`src/rtl/freqtable_requester.sv`:
```
// freqtable_requester: holds one pending frequency-table lookup per channel and
// issues them one at a time, round-robin, as registered one-hot requests toward
// the 16-channel sharer. A positional delay line tells each voice when the
// sharer's output register holds the word it asked for.
module freqtable_requester #(
  parameter int REQ_GAP = 0,  // idle cycles forced between consecutive requests (0..15)
  parameter int RD_LAT  = 2   // request-to-output-register latency of the sharer
) (
  input  logic        clk,
  input  logic        rst,
  input  logic        note_wr,
  input  logic [3:0]  note_ch,
  input  logic [9:0]  note_addr,
  output logic [15:0] req_valid,
  output logic [9:0]  req_addr,
  output logic [15:0] freq_ready,
  output logic [15:0] pending,
  output logic        idle
);

  localparam logic [3:0] GAP_LOAD = 4'(REQ_GAP);

  logic [9:0]  addr_reg [16];
  logic [15:0] pend_reg;
  logic [15:0] pend_next;
  logic [3:0]  rr_ptr_reg;
  logic [3:0]  gap_cnt_reg;
  logic [15:0] req_valid_reg;
  logic [9:0]  req_addr_reg;
  logic        grant;
  logic [3:0]  sel;
  logic [3:0]  idx;
  logic        pipe_busy;

  // Round-robin pick: first pending channel at or after rr_ptr, wrapping 15->0.
  // Scanning from the farthest offset down lets the nearest hit win.
  always_comb begin
    grant = 1'b0;
    sel   = 4'd0;
    idx   = 4'd0;
    if (gap_cnt_reg == 4'd0) begin
      for (int i = 15; i >= 0; i--) begin
        idx = rr_ptr_reg + 4'(i);
        if (pend_reg[idx]) begin
          grant = 1'b1;
          sel   = idx;
        end
      end
    end
  end

  // Pending flags: a grant clears its channel, but a same-cycle write sets it
  // again so the newer address gets its own request later.
  always_comb begin
    pend_next = pend_reg;
    if (grant) pend_next[sel] = 1'b0;
    if (note_wr) pend_next[note_ch] = 1'b1;
  end

  // Address table; a granted read sees the value from before any same-cycle write.
  always_ff @(posedge clk) begin
    if (rst) begin
      for (int k = 0; k < 16; k++) addr_reg[k] <= 10'd0;
    end else if (note_wr) begin
      addr_reg[note_ch] <= note_addr;
    end
  end

  // Arbiter state: pending set, round-robin pointer and inter-request gap counter.
  always_ff @(posedge clk) begin
    if (rst) begin
      pend_reg    <= 16'd0;
      rr_ptr_reg  <= 4'd0;
      gap_cnt_reg <= 4'd0;
    end else begin
      pend_reg <= pend_next;
      if (grant) begin
        rr_ptr_reg  <= sel + 4'd1;
        gap_cnt_reg <= GAP_LOAD;
      end else if (gap_cnt_reg != 4'd0) begin
        gap_cnt_reg <= gap_cnt_reg - 4'd1;
      end
    end
  end

  // Request register: one-hot valid for a single cycle, address held between grants.
  always_ff @(posedge clk) begin
    if (rst) begin
      req_valid_reg <= 16'd0;
      req_addr_reg  <= 10'd0;
    end else if (grant) begin
      req_valid_reg <= 16'd1 << sel;
      req_addr_reg  <= addr_reg[sel];
    end else begin
      req_valid_reg <= 16'd0;
    end
  end

  generate
    if (RD_LAT == 0) begin : g_nolat
      assign freq_ready = req_valid_reg;
      assign pipe_busy  = 1'b0;
    end else begin : g_pipe
      logic [15:0] pipe_reg [RD_LAT];

      // Delay line mirroring the sharer's latency; cleared on reset so no
      // stale ready pulse escapes for a discarded request.
      always_ff @(posedge clk) begin
        if (rst) begin
          for (int k = 0; k < RD_LAT; k++) pipe_reg[k] <= 16'd0;
        end else begin
          pipe_reg[0] <= req_valid_reg;
          for (int k = 1; k < RD_LAT; k++) pipe_reg[k] <= pipe_reg[k-1];
        end
      end

      // Any stage occupied means a lookup is still in flight.
      always_comb begin
        pipe_busy = 1'b0;
        for (int k = 0; k < RD_LAT; k++) pipe_busy = pipe_busy | (pipe_reg[k] != 16'd0);
      end

      assign freq_ready = pipe_reg[RD_LAT-1];
    end
  endgenerate

  assign req_valid = req_valid_reg;
  assign req_addr  = req_addr_reg;
  assign pending   = pend_reg;
  assign idle      = (pend_reg == 16'd0) && (req_valid_reg == 16'd0) &&
                     !pipe_busy && (gap_cnt_reg == 4'd0);

endmodule

```
`config.mk`:
```
export PLATFORM = sky130hd
export DESIGN_NAME = freqtable_requester
export DESIGN_NICKNAME = d
export VERILOG_FILES = /design/src/rtl/freqtable_requester.sv
export SDC_FILE = /design/constraint.sdc
export NUM_CORES = 1
export LEC_CHECK = 0
export ABC_AREA = 0
export CORE_ASPECT_RATIO = 1.2
export CORE_MARGIN = 2
export CORE_UTILIZATION = 33
export DETAILED_ROUTE_END_ITERATION = 12
export PLACE_DENSITY = 0.47
export SLEW_MARGIN = 5
export SYNTH_ARGS = -nofsm -noshare
export SYNTH_HDL_FRONTEND = slang
export SYNTH_SLANG_ARGS = --single-unit
```
`constraint.sdc`:
```
create_clock -name clk -period 4.9 [get_ports clk]
set_input_delay 0.98 -clock clk [delete_from_list [all_inputs] [get_ports clk]]
set_output_delay 0.98 -clock clk [all_outputs]
set_load 0.02 [all_outputs]
```
== After elaboration in Yosys (flattened, before gate mapping) ==
Memories as Yosys holds them, arrays and structs flattened. A register that Yosys moved wholly into a read port is not among the register bits.
Cells that the tools add are included.

* Register bits: 40
* Bits in writable memories: 192
* Input bits: 17
* Output and inout port bits: 59
* Word-level logic and storage cells: 149
* Memories kept: 2

* Add/sub/neg operators: 17
* $lt $le $gt $ge: 20
* Shifts and indexed selects: 1
* Mux-type cells: 83
* Bitwise gates (word level): 7
* Reduce and logical (&&, ||, !) cells: 15

{| class="wikitable"
|+ Memory list
! memory !! words !! bits a word !! read ports !! clocked after Yosys merged registers in !! wr ports !! RTL line !! text
|-
| addr_reg || 16 || 10 || 1 || 1 || 16 || 23 || <nowiki>logic [9:0] addr_reg [16];</nowiki>
|-
| g_pipe.pipe_reg || 2 || 16 || 2 || 0 || 2 || 104 || <nowiki>logic [15:0] pipe_reg [RD_LAT];</nowiki>
|}

{| class="wikitable"
|+ Operators with widths
! cell !! number
|-
| $lt 4x5->1 const B || 18
|-
| $mux 4 || 18
|-
| $bmux 1 s4 || 16
|-
| $mux 16 || 4
|-
| $mux 1 || 42
|-
| $add 4x4->4 const B || 8
|-
| $logic_not 16->1 || 2
|-
| $reduce_bool 16->1 || 2
|-
| $add 4x3->4 const B || 4
|-
| $and 16x16->16 || 1
|-
| $not 16->16 || 1
|-
| $or 16x16->16 || 1
|-
| $shl 1x4->16 const A || 1
|-
| $mux 10 || 1
|-
| $reduce_or 10->1 || 1
|-
| $add 4x1->4 const B || 2
|-
| $add 4x2->4 const B || 2
|-
| $demux 1 s4 || 2
|-
| $ge 4x1->1 const B || 2
|-
| $logic_and 1x1->1 || 5
|-
| $logic_not 4->1 || 1
|-
| $reduce_bool 4->1 || 1
|-
| $reduce_or 2->1 || 2
|-
| $sub 4x1->4 const B || 1
|-
| other kinds (3) || 5
|}

== Logic depth before layout (Yosys ltp) ==
Gate-level depths: netlist (run 1).

* Depth in word-level cells: 29
* Mapped depth: 21
* Gate-level depth less buffers: 15

== Least setup slack after synthesis (run 1) ==
OpenSTA, ideal clock, no wires.

* Kind: register -> register
* Start: register rr_ptr_reg[1]
* End: register rr_ptr_reg[2]
* Library setup time: 0.132 ns
* Data arrival time: 4.504 ns
* Data required time: 4.768 ns
* Setup slack: 0.264 ns
* Stages on the path, launching flop included: 20
* Buffers on the path: 5
* Clock period less this slack: 4.636 ns
* Cell sequence: dfxtp_1 buf_2 clkbuf_1 inv_1 ha_1 clkbuf_1 mux4_2 mux2_2 mux2i_1 nand2_1 a311oi_1 o211ai_1 a31oi_2 nor2_4 buf_2 buf_2 ha_1 ha_1 nand2_1 a21oi_1

* Cells in the longest elaborated chain, start to end: 21
* Elaborated cells on any way between the ends: 82
* Classes of those cells: add/sub (16); mux (66)

{| class="wikitable"
|+ Ends and longest elaborated chain
! what !! RTL line !! text
|-
| start, declared || 26 || <nowiki>logic [3:0] rr_ptr_reg;</nowiki>
|-
| start signal, assigned || 78 || <nowiki>rr_ptr_reg <= sel + 4'd1;</nowiki>
|-
| $add 4x4->4 || 43 || <nowiki>idx = rr_ptr_reg + 4'(i);</nowiki>
|-
| $bmux 1 s4 || 44 || <nowiki>if (pend_reg[idx]) begin</nowiki>
|-
| $mux 1 (implied by the code) || 44 ||
|-
| $mux 4 (16 in a row) || 44 ||
|-
| $mux 4 || 41 || <nowiki>if (gap_cnt_reg == 4'd0) begin</nowiki>
|-
| $add 4x1->4 || 78 ||
|}

Several ways; a longest one is shown, not always the timed one. The select of a mux whose other input is x is not followed.
A chain may end at the register's enable or synchronous reset.

== Worst setup path after layout (run 1) ==
* Start: register rr_ptr_reg[0]
* End: register req_addr_reg[3] (netlist: req_addr[3]), read port of addr_reg

* Cells in the longest elaborated chain, start to end: 20
* Elaborated cells on any way between the ends: 81
* Classes of those cells: add/sub (15); mux (66)

{| class="wikitable"
|+ Ends and longest elaborated chain
! what !! RTL line !! text
|-
| $add 4x4->4 || 43 ||
|-
| $bmux 1 s4 || 44 ||
|-
| $mux 1 (implied by the code) || 44 ||
|-
| $mux 4 / $mux 1 (equally long branches) (16 in a row) || 44 ||
|-
| $mux 4 / $mux 1 (equally long branches) || 41 ||
|-
| end, declared || 29 || <nowiki>logic [9:0] req_addr_reg;</nowiki>
|}

Several ways; a longest one is shown, not always the timed one. The select of a mux whose other input is x is not followed.

==> results.yml, run 1 <==
status:
  outcome: "completed"
synthesis:
  synth_cell_types: 75
  synth-seq-cells: 242
  synth_fp_nets: 1237
  synth_commonest_cells: "and2_1, edfxtp_1, nand2_1"
  synth_warnings: 0
  synth.most_common_cell: "and2_1"
  async_flop_share: 0
  postSynthCellCount: 1205
  synth_top_cell_by_area: "edfxtp_1"
  yosysSeqAreaShare: 0.496
  synth_flop_cell: "edfxtp_1"
  synth-edff-count: 160
  synth.avg_cell_area_um2: 10.8
  synth.top_cells.by_area: "edfxtp_1, dfxtp_1, and2_1"
  netlist_area_um2: 13000
  yosysTopAreaCellShare: 0.370
cells_and_area:
  fin_area_um2: 15500
  multi_input_area_um2: 6090
  area_growth_pct: 19.7
  nets: 1322
  largest_reg_flops: 160
  antenna_cells: 0
  final_cell_count_no_fill: 1838
  drive_gt1_frac: 0.159
  nFillCells: 3820
  regArea_um2: 6450
floorplan:
  fp.coreArea_um2: 38700
  fp.dieW_um: 185
  die_y_um: 221
  start_util: 0.335
  dieArea_um2: 41000
  io_pins: 76
  fp-row-count: 79
grt:
  grtUsageTotal: 0.213
  grt_pass1_vias: 9963
  grt_max_degree: 60
  grt_pass1_wl_mm: 65.3
  grt_overflow: 0
  antenna_found_initial: 0
detailed_routing:
  ant_nets: 0
  dr.pass1.iters: 5
  vias: 9854
  vias_per_cell: 5.36
  drc: 0
  avgRoutedWirePerCell_um: 23.9
  drt-total-wl_mm: 44.0
  drt_iter0_markers: 831
pwr:
  p_per_area_nw_per_um2: 667
  p_leak_nw: 5.45
  ir_worst_vdd_uv: 314
critical_path:
  crit_fanout: 45
  cp_data_arrival_time_ns: 5.07
  path_class: "flip-flop to flip-flop"
  startpoint_type: "flip-flop"
  worstPathRequired_ns: 5.34
  cp-end-kind: "flip-flop"
clock_network:
  clk_pin_slew_worst_paths_ns: 0.06
  htree_num_levels: 1
  clk_latency_ns: 0.57
  clock_sinks: 242
  cts_tree: "built"
  cts_root_buffer: "clkbuf_16"
  cts_buffers: 28
  cts_buffer_depth: 3
  cts_hold_repair.buffers: 0
placement:
  placed_area_um2: 14500
  dp_hpwl_mm: 31.0
  port_buffers: 75
  routabilityCongestion: 0.974
  dp.cells: 1784
timing:
  period_share: 0.945
  final-hold-violation-count: 0
  tightest_slew_ns: 0.975
  setup_viol: 0
  period_needed_ns: 4.63
  drv_slew: 0
  fmax_mhz: 216
  skew_ns: 0.0282
  rsz0062_at_grt: "false"
  slew_headroom: 0.348
  setup_tns_ns: 0
job:
  max_cap_violations: 0
min_path:
  hold_path.class: "flip-flop to flip-flop"
-- cell usage in the layout (no fill, tap or decap), types with 37 or more instances in the layout --
master and count:
and2_1 165, edfxtp_1 160, nand2_1 96, dfxtp_1 82, buf_4 79, clkdlybuf4s50_1 74
nor2b_1 55, nor2_1 51, mux2i_1 43, o21a_1 42, o21ai_0 37
-- final timing paths --
kind                                                       start                                end  slack [ns]  cells after the start
worst max register to register        rr_ptr_reg[0]$_SDFFE_PP0N_           req_addr[3]$_SDFFE_PP0N_        0.27                     15
worst min register to register  g_pipe.pipe_reg[0][3]$_SDFF_PP0_  g_pipe.pipe_reg[0][19]$_SDFF_PP0_        0.46                      1
worst min-delay path            g_pipe.pipe_reg[0][3]$_SDFF_PP0_  g_pipe.pipe_reg[0][19]$_SDFF_PP0_        0.46                      1
worst max-delay path                  rr_ptr_reg[0]$_SDFFE_PP0N_           req_addr[3]$_SDFFE_PP0N_        0.27                     15
-- routing by layer --
metal / vias to the layer above / track usage / wire length, um
met1: 4908 / 0.271 / 18500
li1: 4585 / - / -
met2: 272 / 0.375 / 22300
met3: 89 / 0.0219 / 1560
met5: - / 0 / 0
met4: 0 / 0.0730 / 1570
-- worst max-delay path, stage by stage (launching register included) --
cell and delay [ns]:
dfxtp_1 0.36, inv_2 0.05, ha_2 0.53, mux4_2 0.43, mux2_2 0.34, mux2i_1 0.34
nand2_1 0.13, a311oi_1 0.28, o211ai_1 0.18, a31oi_4 0.35, nor2_4 0.09, buf_4 0.21
buf_12 0.21, a2111oi_1 0.59, o41ai_1 0.19, and4_1 0.22
-- cell type report --
cell class,count,share of cell area
clock buffers,47,0.0521
multi-input cells,843,0.392
clock inverters,5,0.00274
well taps,526,0.0424
inverters,16,0.00419
flip-flops and latches,242,0.415
repair buffers,159,0.0920
-- kinds of logic (layout without fill, tap and decap cells) --
kind of cell,Yosys count,after routing,synth area share
simple gates,506,506,0.219
compound gates,229,229,0.131
mux,77,77,0.0822
xor+xnor,16,16,0.0108
flops,242,242,0.496
fa+ha+maj,15,15,0.0145
buf+inv,120,227,0.0461
-- through the flow --
step / util / hold WS [ns] / worst slack (ns) / total power, mW
after floorplan: - / 0.438 / 0.264 / 5.96
after global placement: 0.375 / 0.452 / -0.410 / 8.22
after detailed placement: 0.375 / 0.453 / -0.381 / 8.19
after CTS: 0.398 / 0.462 / 0.0527 / 10.2
after global routing: 0.401 / 0.480 / 0.00816 / 10.9
final: 0.401 / 0.461 / 0.267 / 10.4
-- power by group --
| part | total [mW] | switching [mW] | internal, mW |
|---|---|---|---|
| sequential | 2.41 | 0.0891 | 2.32 |
| combinational | 6.00 | 3.86 | 2.14 |
| clock | 1.96 | 0.840 | 1.12 |
-- timing repair --
action,in CTS,in global routing
endpoints found under the hold margin,0,0
setup endpoints to repair,10,15
resized for setup,9,28
pin swaps,0,3
setup buffers,0,2
Power figures use the tool's default switching activity.
==> run 2, diff against run 1 <==
ABC_AREA = 1   (was 0)
CTS_CLUSTER_DIAMETER = 50   (was default)
SKIP_LAST_GASP = 1   (was default)
==> run 2 against run 1 <==
Core utilization shrank 1.9 points. Sequential share of layout area rose by 4.4 points. Combinational power barely moved. Maximum frequency grew 10%. Area after synthesis is 6.0% lower. Register-to-register slack improved by 0.43 ns. Die area fell by 5.8%. Total power grew 0.13%. Clock skew up 0.0016 ns. Cell area shrank 9.6%. Critical path type unchanged. Largest power group unchanged.
==> results.yml, run 2 <==
status:
  outcome: "completed"
clock_network:
  htree_num_levels: 1
  cts_buffers: 28
  cts_resized: 0
  clk_latency_ns: 0.56
  clk_pin_slew_worst_paths_ns: 0.06
  cts_hold_repair.buffers: 0
  post-cts-setup-buffers: 0
  cts_tree: "built"
  cts_buffer_depth: 3
  clock_sinks: 242
  cts_root_buffer: "clkbuf_16"
critical_path:
  crit_path_top_delay_cell: "o21ai_1"
  cp_num_buf_inv: 4
  r2r_start: "rr_ptr_reg[2]$_SDFFE_PP0N_"
  r2r_end: "req_addr[9]$_SDFFE_PP0N_"
  crit_fanout: 40
  cp_data_arrival_time_ns: 4.68
  cp-end-kind: "flip-flop"
  reg2regPathDepth: 32
  ff2ff_setup_slack_ns: 0.70
  startpoint: "rr_ptr_reg[2]$_SDFFE_PP0N_"
  slowest_delay_ns: 0.45
  startpoint_type: "flip-flop"
  worstPathRequired_ns: 5.38
  cp.depth: 32
  cp-endpoint: "req_addr[9]$_SDFFE_PP0N_"
  path_class: "flip-flop to flip-flop"
  cpMostUsedCell: "nand2_1"
  cp_top_family: "simple AND/OR/NAND/NOR gates"
timing:
  period_share: 0.857
  final-hold-violation-count: 0
  setup_tns_ns: 0
  setup_viol: 0
  fmax_mhz: 238
  slew_headroom: 0.282
  rsz0062_at_grt: "false"
  period_needed_ns: 4.20
  tightest_slew_ns: 1.07
  skew_ns: 0.0299
  drv_slew: 0
synthesis:
  yosysTopAreaCellShare: 0.394
  synth-edff-count: 160
  synth_cell_types: 36
  synth_warnings: 0
  synth_top_cell_by_area: "edfxtp_1"
  synth_flop_cell: "edfxtp_1"
  synth_commonest_cells: "nand2_1, nor2_1, nand3_1"
  netlist_area_um2: 12200
  synth.most_common_cell: "nand2_1"
  synth.top_cells.by_area: "edfxtp_1, nand2_1, dfxtp_1"
  yosysSeqAreaShare: 0.528
  synth-seq-cells: 242
  async_flop_share: 0
  synth.avg_cell_area_um2: 7.84
  postSynthCellCount: 1557
  synth_fp_nets: 1589
cells_and_area:
  utilization: 0.383
  antenna_cells: 0
  largest_reg_flops: 160
  final_common_cell: "nand2_1"
  nFillCells: 3821
  fin_area_um2: 14000
  mostFrequentLayoutCells: "nand2_1, nor2_1, nand3_1"
  nets: 1611
  area_growth_pct: 15.0
  drive_gt1_frac: 0.0550
detailed_routing:
  drt-total-wl_mm: 38.4
  dr.pass1.iters: 5
  drc: 0
  ant_nets: 0
  vias: 10200
  avgRoutedWirePerCell_um: 18.5
  drt_iter0_markers: 780
  vias_per_cell: 4.91
grt:
  grtUsageTotal: 0.198
  busiest_layer: "met2"
  grt_pass1_vias: 10200
  grt_pass1_wl_mm: 59.2
  antenna_found_initial: 0
  use_met2: 0.369
  met3_usage: 0.0230
  grt_overflow: 0
  use_met1: 0.238
  grt_max_degree: 64
placement:
  port_buffers: 75
  dp_hpwl_mm: 26.3
  routabilityCongestion: 0.907
  placed_area_um2: 13200
floorplan:
  io_pins: 76
  start_util: 0.333
  die_y_um: 215
  fp.coreArea_um2: 36700
  fp-row-count: 77
  dieArea_um2: 38600
  fp.dieW_um: 180
job:
  max_cap_violations: 0
min_path:
  hold-path-cell-count: 2
  hold_path.class: "flip-flop to flip-flop"
pwr:
  p_per_area_nw_per_um2: 739
  ir_worst_vdd_uv: 505
  p_leak_nw: 6.16
==> run 2: cells by family (layout without fill, tap and decap cells) <==
family	count (synthesis)	after routing	synth area share
buffers and inverters	198	241	0.0763
XOR/XNOR	5	5	0.00359
AND/OR/NAND/NOR	1025	1025	0.344
AO/OA/AOI/OAI	72	72	0.0327
adder cells (fa/ha/maj)	15	15	0.0154
flip-flops	242	242	0.528
==> run 2: cell type report <==
| class | count | area [um2] | area share |
|---|---|---|---|
| multi-input combinational | 1117 | 4850 | 0.345 |
| tap | 474 | 593 | 0.0422 |
| timing repair buffer | 90 | 901 | 0.0642 |
| sequential | 242 | 6450 | 0.459 |
| inverter | 100 | 380 | 0.0271 |
| clock buffer | 36 | 752 | 0.0536 |
| clock inverter | 15 | 119 | 0.00847 |
==> run 2: metal layers <==
| metal | vias to the layer above | part of all wire |
|---|---|---|
| met1 | 4817 | 0.42 |
| met3 | 56 | 0.041 |
| met2 | 253 | 0.52 |
| met4 | 0 | 0.027 |
| met5 | - | 0 |
| li1 | 5050 | - |
==> run 2: worst reg2reg max path, delay by kind of cell, from the launching register on <==
| kind | cells | cell delay (ns) |
|---|---|---|
| AOI/OAI and AO/OA | 2 | 0.53 |
| buffers and inverters | 4 | 0.84 |
| DFF | 1 | 0.39 |
| and+or+nand+nor | 26 | 2.37 |
==> run 2: power breakdown <==
group	internal (mW)	leakage (nW)	switching (mW)
logic	1.65	3.54	4.33
clock network	1.14	0.430	0.854
registers	2.31	2.19	0.0966
total	5.10	6.16	5.28
==> run 2: worst min-delay path by stage <==
| stage | from | end | slack (ns) |
|---|---|---|---|
| finish | g_pipe.pipe_reg[0][7]$_SDFF_PP0_ | g_pipe.pipe_reg[0][23]$_SDFF_PP0_ | 0.42 |
| global placement | g_pipe.pipe_reg[0][13]$_SDFF_PP0_ | g_pipe.pipe_reg[0][29]$_SDFF_PP0_ | 0.41 |
| floorplan | g_pipe.pipe_reg[0][2]$_SDFF_PP0_ | g_pipe.pipe_reg[0][18]$_SDFF_PP0_ | 0.40 |
| CTS | g_pipe.pipe_reg[0][7]$_SDFF_PP0_ | g_pipe.pipe_reg[0][23]$_SDFF_PP0_ | 0.42 |
| detailed placement | g_pipe.pipe_reg[0][7]$_SDFF_PP0_ | g_pipe.pipe_reg[0][23]$_SDFF_PP0_ | 0.41 |
| global route | g_pipe.pipe_reg[0][9]$_SDFF_PP0_ | g_pipe.pipe_reg[0][25]$_SDFF_PP0_ | 0.43 |
==> run 2: stage by stage <==
step	power [mW]	worst slack, ns	hold WS, ns	cells
global route	11.3	0.160	0.433	2074
CTS	10.5	0.672	0.423	2074
global placement	8.54	0.701	0.411	2023
finish	10.4	0.702	0.420	2074
floorplan	6.77	1.33	0.403	1557
detailed placement	8.50	0.744	0.412	2023
